===== src/rtl/alu_cmd_issuer_if.sv =====
`default_nettype none
// ============================================================================
//  Module      : alu_cmd_issuer_if
//  Description : Bundles the three streams around the ALU command issuer:
//                  cmd_*  valid/ready command stream into the issuer
//                  alu_*  registered operands/opcode out, Out/Carry back
//                  rsp_*  valid/ready tagged response stream out
//                Modport "slave" is the issuer's view. Modport "master" is
//                the surrounding fabric plus the ALU datapath.
//  Parameters  : TAG_W - tag width; must match the issuer's TAG_W.
//  Revision    : 1.0 - initial release
// ============================================================================
interface alu_cmd_issuer_if #(
  parameter int TAG_W = 4
) ();
  // command stream
  logic             cmd_valid;
  logic             cmd_ready;
  logic [7:0]       cmd_a;
  logic [7:0]       cmd_b;
  logic [3:0]       cmd_op;
  logic [TAG_W-1:0] cmd_tag;
  // ALU operand/opcode interface
  logic [7:0]       alu_a;
  logic [7:0]       alu_b;
  logic [3:0]       alu_op;
  logic [7:0]       alu_out;
  logic             alu_carry;
  // response stream
  logic             rsp_valid;
  logic             rsp_ready;
  logic [7:0]       rsp_out;
  logic             rsp_carry;
  logic             rsp_err;
  logic [TAG_W-1:0] rsp_tag;

  modport master (
    output cmd_valid, cmd_a, cmd_b, cmd_op, cmd_tag,
    input  cmd_ready,
    input  alu_a, alu_b, alu_op,
    output alu_out, alu_carry,
    input  rsp_valid, rsp_out, rsp_carry, rsp_err, rsp_tag,
    output rsp_ready
  );

  modport slave (
    input  cmd_valid, cmd_a, cmd_b, cmd_op, cmd_tag,
    output cmd_ready,
    output alu_a, alu_b, alu_op,
    input  alu_out, alu_carry,
    output rsp_valid, rsp_out, rsp_carry, rsp_err, rsp_tag,
    input  rsp_ready
  );
endinterface
`default_nettype wire


===== src/rtl/alu_cmd_issuer.sv =====
`default_nettype none
// ============================================================================
//  Module      : alu_cmd_issuer
//  Description : Initiator for the 8-bit combinational ALU. Accepts one
//                command at a time, holds registered operands/opcode on the
//                ALU for SETTLE_CYC cycles, samples Out/Carry and pushes a
//                tagged response into a small circular response FIFO.
//                Divide/modulo by zero returns out=FF, carry=0, err=1.
//  Ports       : clk, rst_n (async, active low)
//                bus.slave : cmd_* in, alu_* out / Out,Carry in, rsp_* out
//                rsp_mismatch, mismatch_cnt : only with ALU_CHK_EN
//  Options     : `define ALU_CHK_EN adds a reference ALU model, a per-entry
//                mismatch flag and a saturating mismatch counter.
//  Parameters  : TAG_W, FIFO_DEPTH (power of two, >= 2), SETTLE_CYC (>= 1)
//  Revision    : 1.0 - initial release
// ============================================================================
module alu_cmd_issuer #(
  parameter int TAG_W      = 4,
  parameter int FIFO_DEPTH = 4,
  parameter int SETTLE_CYC = 1
) (
  input  wire              clk,
  input  wire              rst_n,
  alu_cmd_issuer_if.slave  bus
`ifdef ALU_CHK_EN
  ,
  output logic             rsp_mismatch,
  output logic [7:0]       mismatch_cnt
`endif
);

  localparam int PTR_W = $clog2(FIFO_DEPTH);
  localparam int CNT_W = PTR_W + 1;
  localparam int SET_W = (SETTLE_CYC > 1) ? $clog2(SETTLE_CYC) : 1;

  localparam logic [CNT_W-1:0] DEPTH_C     = CNT_W'(FIFO_DEPTH);
  localparam logic [SET_W-1:0] SETTLE_LOAD = SET_W'(SETTLE_CYC - 1);

  localparam logic [3:0] OP_DIV = 4'd3;
  localparam logic [3:0] OP_MOD = 4'd4;

  // FIFO entry layout: {[mismatch], out[7:0], carry, err, tag}
  localparam int ERR_B   = TAG_W;
  localparam int CARRY_B = TAG_W + 1;
  localparam int OUT_LSB = TAG_W + 2;
`ifdef ALU_CHK_EN
  localparam int MIS_B   = TAG_W + 10;
  localparam int ENT_W   = TAG_W + 11;
`else
  localparam int ENT_W   = TAG_W + 10;
`endif

  localparam logic [0:0] ST_IDLE  = 1'b0;
  localparam logic [0:0] ST_DRIVE = 1'b1;

  logic [0:0]       state_q,  state_d;
  logic [7:0]       alu_a_q,  alu_a_d;
  logic [7:0]       alu_b_q,  alu_b_d;
  logic [3:0]       alu_op_q, alu_op_d;
  logic [TAG_W-1:0] tag_q,    tag_d;
  logic [SET_W-1:0] settle_q, settle_d;
  logic [PTR_W-1:0] wr_ptr_q, wr_ptr_d;
  logic [PTR_W-1:0] rd_ptr_q, rd_ptr_d;
  logic [CNT_W-1:0] count_q,  count_d;
  logic [ENT_W-1:0] mem_q [FIFO_DEPTH];
  logic [ENT_W-1:0] mem_d [FIFO_DEPTH];

  logic             cmd_ready;
  logic             push;
  logic             accept;
  logic             pop;
  logic             zero_div;
  logic [ENT_W-1:0] push_entry;
  logic [ENT_W-1:0] head;

  // ---------------------------------------------------------------- registers
  always_ff @(posedge clk or negedge rst_n) begin
    if (!rst_n) begin
      state_q  <= ST_IDLE;
      alu_a_q  <= '0;
      alu_b_q  <= '0;
      alu_op_q <= '0;
      tag_q    <= '0;
      settle_q <= '0;
      wr_ptr_q <= '0;
      rd_ptr_q <= '0;
      count_q  <= '0;
      for (int i = 0; i < FIFO_DEPTH; i++) mem_q[i] <= '0;
    end else begin
      state_q  <= state_d;
      alu_a_q  <= alu_a_d;
      alu_b_q  <= alu_b_d;
      alu_op_q <= alu_op_d;
      tag_q    <= tag_d;
      settle_q <= settle_d;
      wr_ptr_q <= wr_ptr_d;
      rd_ptr_q <= rd_ptr_d;
      count_q  <= count_d;
      mem_q    <= mem_d;
    end
  end

  // ----------------------------------------------------------- FSM outputs
  // Only one command is ever in flight, and a new one is taken only when the
  // FIFO has room, so the push at the end of DRIVE can never overflow.
  always_comb begin
    cmd_ready = 1'b0;
    push      = 1'b0;
    case (state_q)
      ST_IDLE:  cmd_ready = (count_q < DEPTH_C);
      ST_DRIVE: push      = (settle_q == '0);
      default:  ;
    endcase
  end

  assign accept   = bus.cmd_valid & cmd_ready;
  assign pop      = bus.rsp_ready & (count_q != '0);
  assign zero_div = ((alu_op_q == OP_DIV) || (alu_op_q == OP_MOD)) && (alu_b_q == 8'd0);

  // Zero-divisor entries ignore whatever the ALU produced.
  assign push_entry[TAG_W-1:0]        = tag_q;
  assign push_entry[ERR_B]            = zero_div;
  assign push_entry[CARRY_B]          = zero_div ? 1'b0  : bus.alu_carry;
  assign push_entry[OUT_LSB+7:OUT_LSB] = zero_div ? 8'hFF : bus.alu_out;

`ifdef ALU_CHK_EN
  logic [7:0] mismatch_cnt_q, mismatch_cnt_d;
  logic [8:0] ref_res;
  logic       mismatch;

  // Reference ALU: returns {carry, out}. Logical ops give 0/1.
  function automatic logic [8:0] ref_alu(input logic [7:0] a, input logic [7:0] b,
                                         input logic [3:0] op);
    logic [8:0] r;
    r = '0;
    case (op)
      4'd0:  r      = {1'b0, a} + {1'b0, b};
      4'd1:  r[7:0] = a - b;
      4'd2:  r[7:0] = a * b;
      4'd3:  r[7:0] = (b == 8'd0) ? 8'd0 : a / b;
      4'd4:  r[7:0] = (b == 8'd0) ? 8'd0 : a % b;
      4'd5:  r[0]   = (a != 8'd0) && (b != 8'd0);
      4'd6:  r[0]   = (a != 8'd0) || (b != 8'd0);
      4'd7:  r[0]   = (a == 8'd0);
      4'd8:  r[0]   = (a != 8'd0) ^ (b != 8'd0);
      4'd9:  r[7:0] = a & b;
      4'd10: r[7:0] = a | b;
      4'd11: r[7:0] = ~b;
      4'd12: r[7:0] = a >> 1;
      4'd13: r[7:0] = b << 1;
      4'd14: r      = {1'b0, a} + 9'd1;
      default: r[7:0] = b - 8'd1;
    endcase
    return r;
  endfunction

  assign ref_res           = ref_alu(alu_a_q, alu_b_q, alu_op_q);
  assign mismatch          = ~zero_div & (ref_res != {bus.alu_carry, bus.alu_out});
  assign push_entry[MIS_B] = mismatch;

  always_ff @(posedge clk or negedge rst_n) begin
    if (!rst_n) mismatch_cnt_q <= '0;
    else        mismatch_cnt_q <= mismatch_cnt_d;
  end

  always_comb begin
    mismatch_cnt_d = mismatch_cnt_q;
    if (push && mismatch && (mismatch_cnt_q != 8'hFF))
      mismatch_cnt_d = mismatch_cnt_q + 8'd1;
  end

  assign rsp_mismatch = head[MIS_B];
  assign mismatch_cnt = mismatch_cnt_q;
`endif

  // ------------------------------------------------------ next-state logic
  always_comb begin
    state_d  = state_q;
    alu_a_d  = alu_a_q;
    alu_b_d  = alu_b_q;
    alu_op_d = alu_op_q;
    tag_d    = tag_q;
    settle_d = settle_q;
    wr_ptr_d = wr_ptr_q;
    rd_ptr_d = rd_ptr_q;
    count_d  = count_q;
    mem_d    = mem_q;

    case (state_q)
      ST_IDLE: begin
        if (accept) begin
          alu_a_d  = bus.cmd_a;
          alu_b_d  = bus.cmd_b;
          alu_op_d = bus.cmd_op;
          tag_d    = bus.cmd_tag;
          settle_d = SETTLE_LOAD;
          state_d  = ST_DRIVE;
        end
      end
      ST_DRIVE: begin
        if (settle_q != '0) settle_d = settle_q - SET_W'(1);
        else                state_d  = ST_IDLE;
      end
      default: state_d = ST_IDLE;
    endcase

    // Pointers wrap naturally because FIFO_DEPTH is a power of two.
    if (push) begin
      mem_d[wr_ptr_q] = push_entry;
      wr_ptr_d        = wr_ptr_q + PTR_W'(1);
    end
    if (pop) rd_ptr_d = rd_ptr_q + PTR_W'(1);

    case ({push, pop})
      2'b10:   count_d = count_q + CNT_W'(1);
      2'b01:   count_d = count_q - CNT_W'(1);
      default: count_d = count_q;
    endcase
  end

  // ---------------------------------------------------------------- outputs
  assign head          = mem_q[rd_ptr_q];
  assign bus.cmd_ready = cmd_ready;
  assign bus.alu_a     = alu_a_q;
  assign bus.alu_b     = alu_b_q;
  assign bus.alu_op    = alu_op_q;
  assign bus.rsp_valid = (count_q != '0);
  assign bus.rsp_out   = head[OUT_LSB+7:OUT_LSB];
  assign bus.rsp_carry = head[CARRY_B];
  assign bus.rsp_err   = head[ERR_B];
  assign bus.rsp_tag   = head[TAG_W-1:0];

endmodule
`default_nettype wire


===== src/flat_wrapper.sv =====
// flat-port wrapper written by rule: the top's interface ports become plain ports
module alu_cmd_issuer_flat 
#(
  parameter int TAG_W      = 4,
  parameter int FIFO_DEPTH = 4,
  parameter int SETTLE_CYC = 1
)
  (clk, rst_n, bus_cmd_valid, bus_cmd_a, bus_cmd_b, bus_cmd_op, bus_cmd_tag, bus_cmd_ready, bus_alu_a, bus_alu_b, bus_alu_op, bus_alu_out, bus_alu_carry, bus_rsp_valid, bus_rsp_out, bus_rsp_carry, bus_rsp_err, bus_rsp_tag, bus_rsp_ready);
  alu_cmd_issuer_if #(.TAG_W(TAG_W)) bus_i ();
  input  wire clk;
  input  wire rst_n;
  input wire logic [$bits(bus_i.cmd_valid)-1:0] bus_cmd_valid;
  input wire logic [$bits(bus_i.cmd_a)-1:0] bus_cmd_a;
  input wire logic [$bits(bus_i.cmd_b)-1:0] bus_cmd_b;
  input wire logic [$bits(bus_i.cmd_op)-1:0] bus_cmd_op;
  input wire logic [$bits(bus_i.cmd_tag)-1:0] bus_cmd_tag;
  output wire logic [$bits(bus_i.cmd_ready)-1:0] bus_cmd_ready;
  output wire logic [$bits(bus_i.alu_a)-1:0] bus_alu_a;
  output wire logic [$bits(bus_i.alu_b)-1:0] bus_alu_b;
  output wire logic [$bits(bus_i.alu_op)-1:0] bus_alu_op;
  input wire logic [$bits(bus_i.alu_out)-1:0] bus_alu_out;
  input wire logic [$bits(bus_i.alu_carry)-1:0] bus_alu_carry;
  output wire logic [$bits(bus_i.rsp_valid)-1:0] bus_rsp_valid;
  output wire logic [$bits(bus_i.rsp_out)-1:0] bus_rsp_out;
  output wire logic [$bits(bus_i.rsp_carry)-1:0] bus_rsp_carry;
  output wire logic [$bits(bus_i.rsp_err)-1:0] bus_rsp_err;
  output wire logic [$bits(bus_i.rsp_tag)-1:0] bus_rsp_tag;
  input wire logic [$bits(bus_i.rsp_ready)-1:0] bus_rsp_ready;
  assign bus_i.cmd_valid = bus_cmd_valid;
  assign bus_i.cmd_a = bus_cmd_a;
  assign bus_i.cmd_b = bus_cmd_b;
  assign bus_i.cmd_op = bus_cmd_op;
  assign bus_i.cmd_tag = bus_cmd_tag;
  assign bus_cmd_ready = bus_i.cmd_ready;
  assign bus_alu_a = bus_i.alu_a;
  assign bus_alu_b = bus_i.alu_b;
  assign bus_alu_op = bus_i.alu_op;
  assign bus_i.alu_out = bus_alu_out;
  assign bus_i.alu_carry = bus_alu_carry;
  assign bus_rsp_valid = bus_i.rsp_valid;
  assign bus_rsp_out = bus_i.rsp_out;
  assign bus_rsp_carry = bus_i.rsp_carry;
  assign bus_rsp_err = bus_i.rsp_err;
  assign bus_rsp_tag = bus_i.rsp_tag;
  assign bus_i.rsp_ready = bus_rsp_ready;
  alu_cmd_issuer #(.TAG_W(TAG_W), .FIFO_DEPTH(FIFO_DEPTH), .SETTLE_CYC(SETTLE_CYC)) u_core (.clk(clk), .rst_n(rst_n), .bus(bus_i));
endmodule

===== config.mk =====
export PLATFORM = sky130hd
export DESIGN_NAME = alu_cmd_issuer_flat
export DESIGN_NICKNAME = d
export VERILOG_FILES = /design/src/rtl/alu_cmd_issuer_if.sv /design/src/rtl/alu_cmd_issuer.sv /design/src/flat_wrapper.sv
export SDC_FILE = /design/constraint.sdc
export NUM_CORES = 1
export LEC_CHECK = 0
export BUFFER_PORTS_ARGS = -buffer_cell sky130_fd_sc_hd__buf_2
export CORE_AREA = 5 5 91 93
export CTS_BUF_LIST = sky130_fd_sc_hd__clkbuf_4 sky130_fd_sc_hd__clkbuf_8 sky130_fd_sc_hd__clkbuf_16
export DETAILED_ROUTE_END_ITERATION = 7
export DIE_AREA = 0 0 96 98
export GPL_TIMING_DRIVEN = 0
export PLACE_DENSITY = 0.85
export SYNTH_ARGS = -nofsm -noshare
export SYNTH_HDL_FRONTEND = slang
export SYNTH_SLANG_ARGS = --single-unit

===== constraint.sdc =====
create_clock -name clk -period 2.3 [get_ports clk]
set_input_delay 0.345 -clock clk [delete_from_list [all_inputs] [get_ports clk]]
set_output_delay 0.345 -clock clk [all_outputs]
set_load 0.1 [all_outputs]

# Yosys cells after proc, flatten, opt, wreduce, memory -nomap -nowiden
# Index checks and enable logic that the tools add are counted.
[word_totals]
ff_bits = 89
output_inout_bits = 36
inputBits = 37
wordCells = 57
[op_classes]
n_reduce_logical = 7
order_cmp = 4
n_bitwise = 6
eq_ne = 5
n_mux = 17
n_addsub = 5
[ops]
columns = ["op", "n"]
rows = [
  ["$bwmux 56", 1],
  ["$mux 14", 3],
  ["$bmux 14 s2", 1],
  ["$demux 14 s2", 1],
  ["$logic_not 8->1", 1],
  ["$mux 8", 1],
  ["$mux 1", 7],
  ["$ge 3x3->1 const B", 2],
  ["$not 2->3", 2],
  ["$pmux 3 s2", 1],
  ["$add 2x1->2 const B", 2],
  ["$eq 4x2->1 const B", 1],
  ["$eq 4x3->1 const B", 1],
  ["$pmux 1 s2", 2],
  ["$add 3x1->3 const B", 1],
  ["$lt 3x1->1 const B", 1],
  ["$lt 3x3->1 const B", 1],
  ["$reduce_bool 3->1", 1],
  ["$sub 3x1->3 const B", 1],
  ["$and 1x1->1", 2],
  ["$eq 2x1->1 const B", 1],
  ["$eq 2x2->1 const B", 1],
  ["$logic_and 1x1->1", 2],
  ["$ne 2x1->1 const B", 1],
  ["5 further kinds", 6],
]

# Depth between registers and ports, before layout
[logic_depth]
word_depth = 6
depth_mapped = 8
ltp_nobuf = 7

# Worst setup path before layout
# No wires, ideal clock.
[synth_timing]
path_type = "flip-flop to flip-flop"
start = "register u_core.count_q[2]"
end = "register u_core.alu_op_q[1], in the netlist u_core.bus.alu_op[1]"
stages_incl_launch_ff = 6
n_path_buf = 2
path_slack_ps = 93
arrival_ps = 2081
t_required_ps = 2174
cell_sequence = "dfrtp_1 -> nor2_2 -> and2_4 -> buf_6 -> buf_6 -> mux2_2"
[synth_between]
elab_chain_len = 4
[synth_lines]
columns = ["item", "line_no", "source"]
rows = [
  ["from (decl)", "alu_cmd_issuer.sv:64", "logic [CNT_W-1:0] count_q, count_d;"],
  ["from (signal assigned)", "alu_cmd_issuer.sv:98", "count_q <= count_d;"],
  ["$lt 3x3->1", "alu_cmd_issuer.sv:110", "ST_IDLE: cmd_ready = (count_q < DEPTH_C);"],
  ["$mux 1", "alu_cmd_issuer.sv:109", "case (state_q)"],
  ["named net bus_cmd_ready", "flat_wrapper.sv:17", "output wire logic [$bits(bus_i.cmd_ready)-1:0] bus_cmd_ready;"],
  ["$and 1x1->1", "alu_cmd_issuer.sv:116", "assign accept = bus.cmd_valid & cmd_ready;"],
  ["$reduce_and 2->1 (no source line)", "--", ""],
  ["to (signal assigned)", "alu_cmd_issuer.sv:93", "alu_op_q <= alu_op_d;"],
  ["to (decl)", "alu_cmd_issuer.sv:59", "logic [3:0] alu_op_q, alu_op_d;"],
]
# The timed path passes the listed nets, and every way through them passes these cells.
# A chain may end at the register's enable or synchronous reset.

# Worst setup path after layout
[layout_timing]
start = "register u_core.rd_ptr_q[1]"
end = "output bus_rsp_out[2]"
[layout_between]
elab_chain_len = 4
[layout_lines]
columns = ["item", "line_no", "source"]
rows = [
  ["from (decl)", "alu_cmd_issuer.sv:63", "logic [PTR_W-1:0] rd_ptr_q, rd_ptr_d;"],
  ["from (signal assigned)", "alu_cmd_issuer.sv:97", "rd_ptr_q <= rd_ptr_d;"],
  ["$not 2->3 (implied by the code)", "alu_cmd_issuer.sv:222", "assign head = mem_q[rd_ptr_q];"],
  ["$bmux 14 s2", "alu_cmd_issuer.sv:222", ""],
  ["$mux 14 (implied by the code) (2 in series)", "alu_cmd_issuer.sv:222", ""],
  ["to (decl)", "flat_wrapper.sv:24", "output wire logic [$bits(bus_i.rsp_out)-1:0] bus_rsp_out;"],
]
# No other way between the ends. The select of a mux whose other input is x is not followed.

==> results.txt <==
The number of synthesized register bits is 88. The pre-antenna-repair detailed-routing pass consisted of 4 iterations. The number of global-route vias before repair is roughly 3,000. The DRC violations left came out at 0. The run finished with clean final reports. The number of different library cells in the post-synthesis netlist came out at 30. The count of port buffers added during placement came out at between 70 and 80. The wire length of the first global-routing pass is 14,970 um. The largest driver fanout on the critical path is 10. The slowest stage of the critical path is the sky130_fd_sc_hd__dfrtp_1 cell. The area of the die is 9408 sq um. The count of H-tree levels built during CTS came out at 3. The final worst clock skew came out at approximately 0.0073 ns.

The synthesized area per cell came out at 11.22 sq um. The cell count after synthesis came out at 346. The detailed-route vias per instance is 5.348. The simple logic cell fraction of the synthesized area came out at between 10% and 20%. The fraction of layout instances using a drive strength above 1 is 32.80%. The net count of the finished layout is 474. The upper clock frequency limit came out at 0.4406 GHz. The number of I/O pins is 73. The share of the clock period used by the worst path came out at 98.67%.

The type of the tightest min-delay check is input pin to register. The highest cell delay on the worst timing path came out at 0.53 ns. The worst path arrival time is 1.92 ns.

The wire length per cell came out at 16.77 um. The transition at the pin with the smallest max-transition slack came out at 0.5998 ns. The final hold violation count came out at 0. The initial standard-cell utilization of the core is a little over half.

For the worst-skew pair, the clock arrives at the later sink with an insertion delay of 0.35 ns. The data required time of the worst path came out at roughly 2.0 ns. The count of pins over their slew limit is 0. The number of CTS-inserted buffers came out at 9.

Leaving out fill and tap cells, the most frequent cell in the layout is sky130_fd_sc_hd__dfrtp_1. The buffer count from post-CTS setup fixing is 0. The share of the synthesized netlist area taken by xor and xnor gates came out at 1.354%. Among all flip-flop cells after synthesis, the most frequent one is sky130_fd_sc_hd__dfrtp_1. The fraction of registers with async set/reset came out at 100.0%. The total setup violations reported at the end of the flow came out at 0. The top cell types in the final layout, fill and taps aside, are 88 x sky130_fd_sc_hd__dfrtp_1, 71 x sky130_fd_sc_hd__buf_2, 66 x sky130_fd_sc_hd__nor2_1, 58 x sky130_fd_sc_hd__nand2_1, 32 x sky130_fd_sc_hd__a21oi_1. The floorplan has 32 rows.

The antenna diode count is 0. Setup repair after global routing left no endpoint under its margin. The adder and majority cell fraction of the synthesized area is 2.127%. The count of warnings emitted by yosys came out at 0. The placer congestion estimate came out at 0.7839. The critical path capture point type is an output pin.

After synthesis, the largest family of logic cells by area is multiplexers. The worst setup path is launched from a register. The synthesized net count came out at 389. Yosys mapped a number of flops with a built-in enable equal to 0.

The time the worst path needs with I/O delays and setup came out at 2.269 ns. The mux share of post-synthesis cell area came out at between 10% and 20%. The clock-pin slew on the worst setup and hold paths is 0.09 ns. The number of antenna-violating nets in the routed design is 0. Sequential cells were found to cover 56.72% of the synthesized design area. The post-route setup TNS is 0 ns.

The horizontal die dimension came out at around 96 um. Entering global routing, the biggest net connects 57 pins. The count of maximum capacitance violations is 0. The first routing iteration left 240 violations. The final wirelength is 9022 um.

TritonCTS built the clock tree. The core region is about 7400 sq um. The area fraction in compound gates after synthesis came out at 6.123%. Global routing finished with a remaining overflow of 0. The number of antenna violations at the first check in global routing is 0.

The non-filler instance count after layout is 538. The number of placed instances, taps included, is roughly 520. The clock tree buffer depth came out at 2. The total global routing track utilization is 20.83%. The final route contains about 2,900 vias. The total half-perimeter wirelength after legalization and detailed placement is 6189 um.

The clock sink total is 88. The relative area change from synthesis to final layout is 19.85%. The worst pin sits at a relative slew slack of 60.01%.

The signal on the critical path passes through buf_2, mux4_2, clkbuf_4. Clock tree synthesis selected as its root buffer the cell sky130_fd_sc_hd__clkbuf_8. The setup path with the least slack is of type register to output pin. The cell area after synthesis is around 3900 sq um.

From bottom edge to top edge, the die measures roughly 98 um.
## cells by family after synthesis
group                    Yosys count
multiplexers                      39
adder cells (fa/ha/maj)            6
buffers and inverters             25
flip-flops                        88
AO/OA/AOI/OAI                     43
AND/OR/NAND/NOR                  139
XOR/XNOR                           6
## layout make-up
| type | instances | area [sq um] |
|---|---|---|
| Fill cell | 607 | 2794 |
| Multi-Input combinational cell | 233 | 1544 |
| Timing Repair Buffer | 74 | 422.9 |
| Clock inverter | 5 | 55.05 |
| Inverter | 6 | 22.52 |
| Sequential cell | 88 | 2202 |
| Buffer | 19 | 127.6 |
| Tap cell | 102 | 127.6 |
| Clock buffer | 11 | 151.4 |
## state kept, by name (all words and copies together), names as in the netlist
signal,cells
u_core.mem_q,56
u_core.bus.alu_op,4
u_core.count_q,3
u_core.rd_ptr_q,2
u_core.tag_q,4
u_core.state_q,1
u_core.bus.alu_b,8
u_core.bus.alu_a,8
u_core.wr_ptr_q,2
## critical path, delay by kind of cell (launching register included)
kind | cells | cell delay (ns)
buffers and inverters | 2 | 0.67
flip-flops | 1 | 0.53
multiplexers | 1 | 0.37
## synth_stat cells, types with 4 or more instances
| library cell | n | area [sq um] |
|---|---|---|
| sky130_fd_sc_hd__mux4_2 | 14 | 315.3 |
| sky130_fd_sc_hd__ha_1 | 5 | 62.56 |
| sky130_fd_sc_hd__xor2_1 | 4 | 35.03 |
| sky130_fd_sc_hd__and2_1 | 8 | 50.05 |
| sky130_fd_sc_hd__a31o_1 | 4 | 35.03 |
| sky130_fd_sc_hd__a21oi_1 | 32 | 160.2 |
| sky130_fd_sc_hd__inv_1 | 6 | 22.52 |
| sky130_fd_sc_hd__dfrtp_1 | 88 | 2202 |
| sky130_fd_sc_hd__buf_2 | 10 | 50.05 |
| sky130_fd_sc_hd__nor2_1 | 66 | 247.7 |
| sky130_fd_sc_hd__o21ai_0 | 5 | 25.02 |
| sky130_fd_sc_hd__mux2_2 | 21 | 236.5 |
| sky130_fd_sc_hd__clkbuf_1 | 5 | 18.77 |
| sky130_fd_sc_hd__nand2_1 | 58 | 217.7 |
## layer usage
layer	share of wire (%)	up-vias	GRT usage, %
met5	0	-	0
met4	2.0	0	8.425
met3	9.0	17	5.547
met2	48	133	30.70
met1	41	1401	29.32
li1	-	1326	-
## per-stage QoR
stage | setup slack, ns | hold slack (ns) | cell area, sq um | utilization [%]
floorplan | 0.09297 | 0.04941 | 3882 | -
global placement | 0.1882 | 0.4545 | 4370 | 58.69
detailed placement | 0.2142 | 0.3195 | 4400 | 59.09
CTS | 0.009211 | 0.2061 | 4643 | 62.35
global route | 0.008906 | 0.2102 | 4653 | 62.48
finish | 0.03057 | 0.2216 | 4653 | 62.48
## what timing repair did
action,CTS,global route
gates resized for setup,10,3
setup endpoints to repair,8,9
hold buffers,1,0
endpoints found under the hold margin,32,0
## worst paths after layout
check	start	endpoint	slack (ns)	cells past startpoint
max	u_core.rd_ptr_q[1]	bus_rsp_out[2]	0.03	3
min	bus_cmd_b[7]	u_core.bus.alu_b[7]	0.22	2
max reg2reg	u_core.state_q	u_core.count_q[2]	0.45	8
min reg2reg	u_core.mem_q[14]	u_core.mem_q[14]	0.48	2
max in group asynchronous	rst_n	u_core.mem_q[41]	1.21	3
min in group asynchronous	rst_n	u_core.bus.alu_a[2]	0.48	2
Power is not shown: default switching activity piles up to over one toggle a cycle in this logic, so the estimate is an artifact.
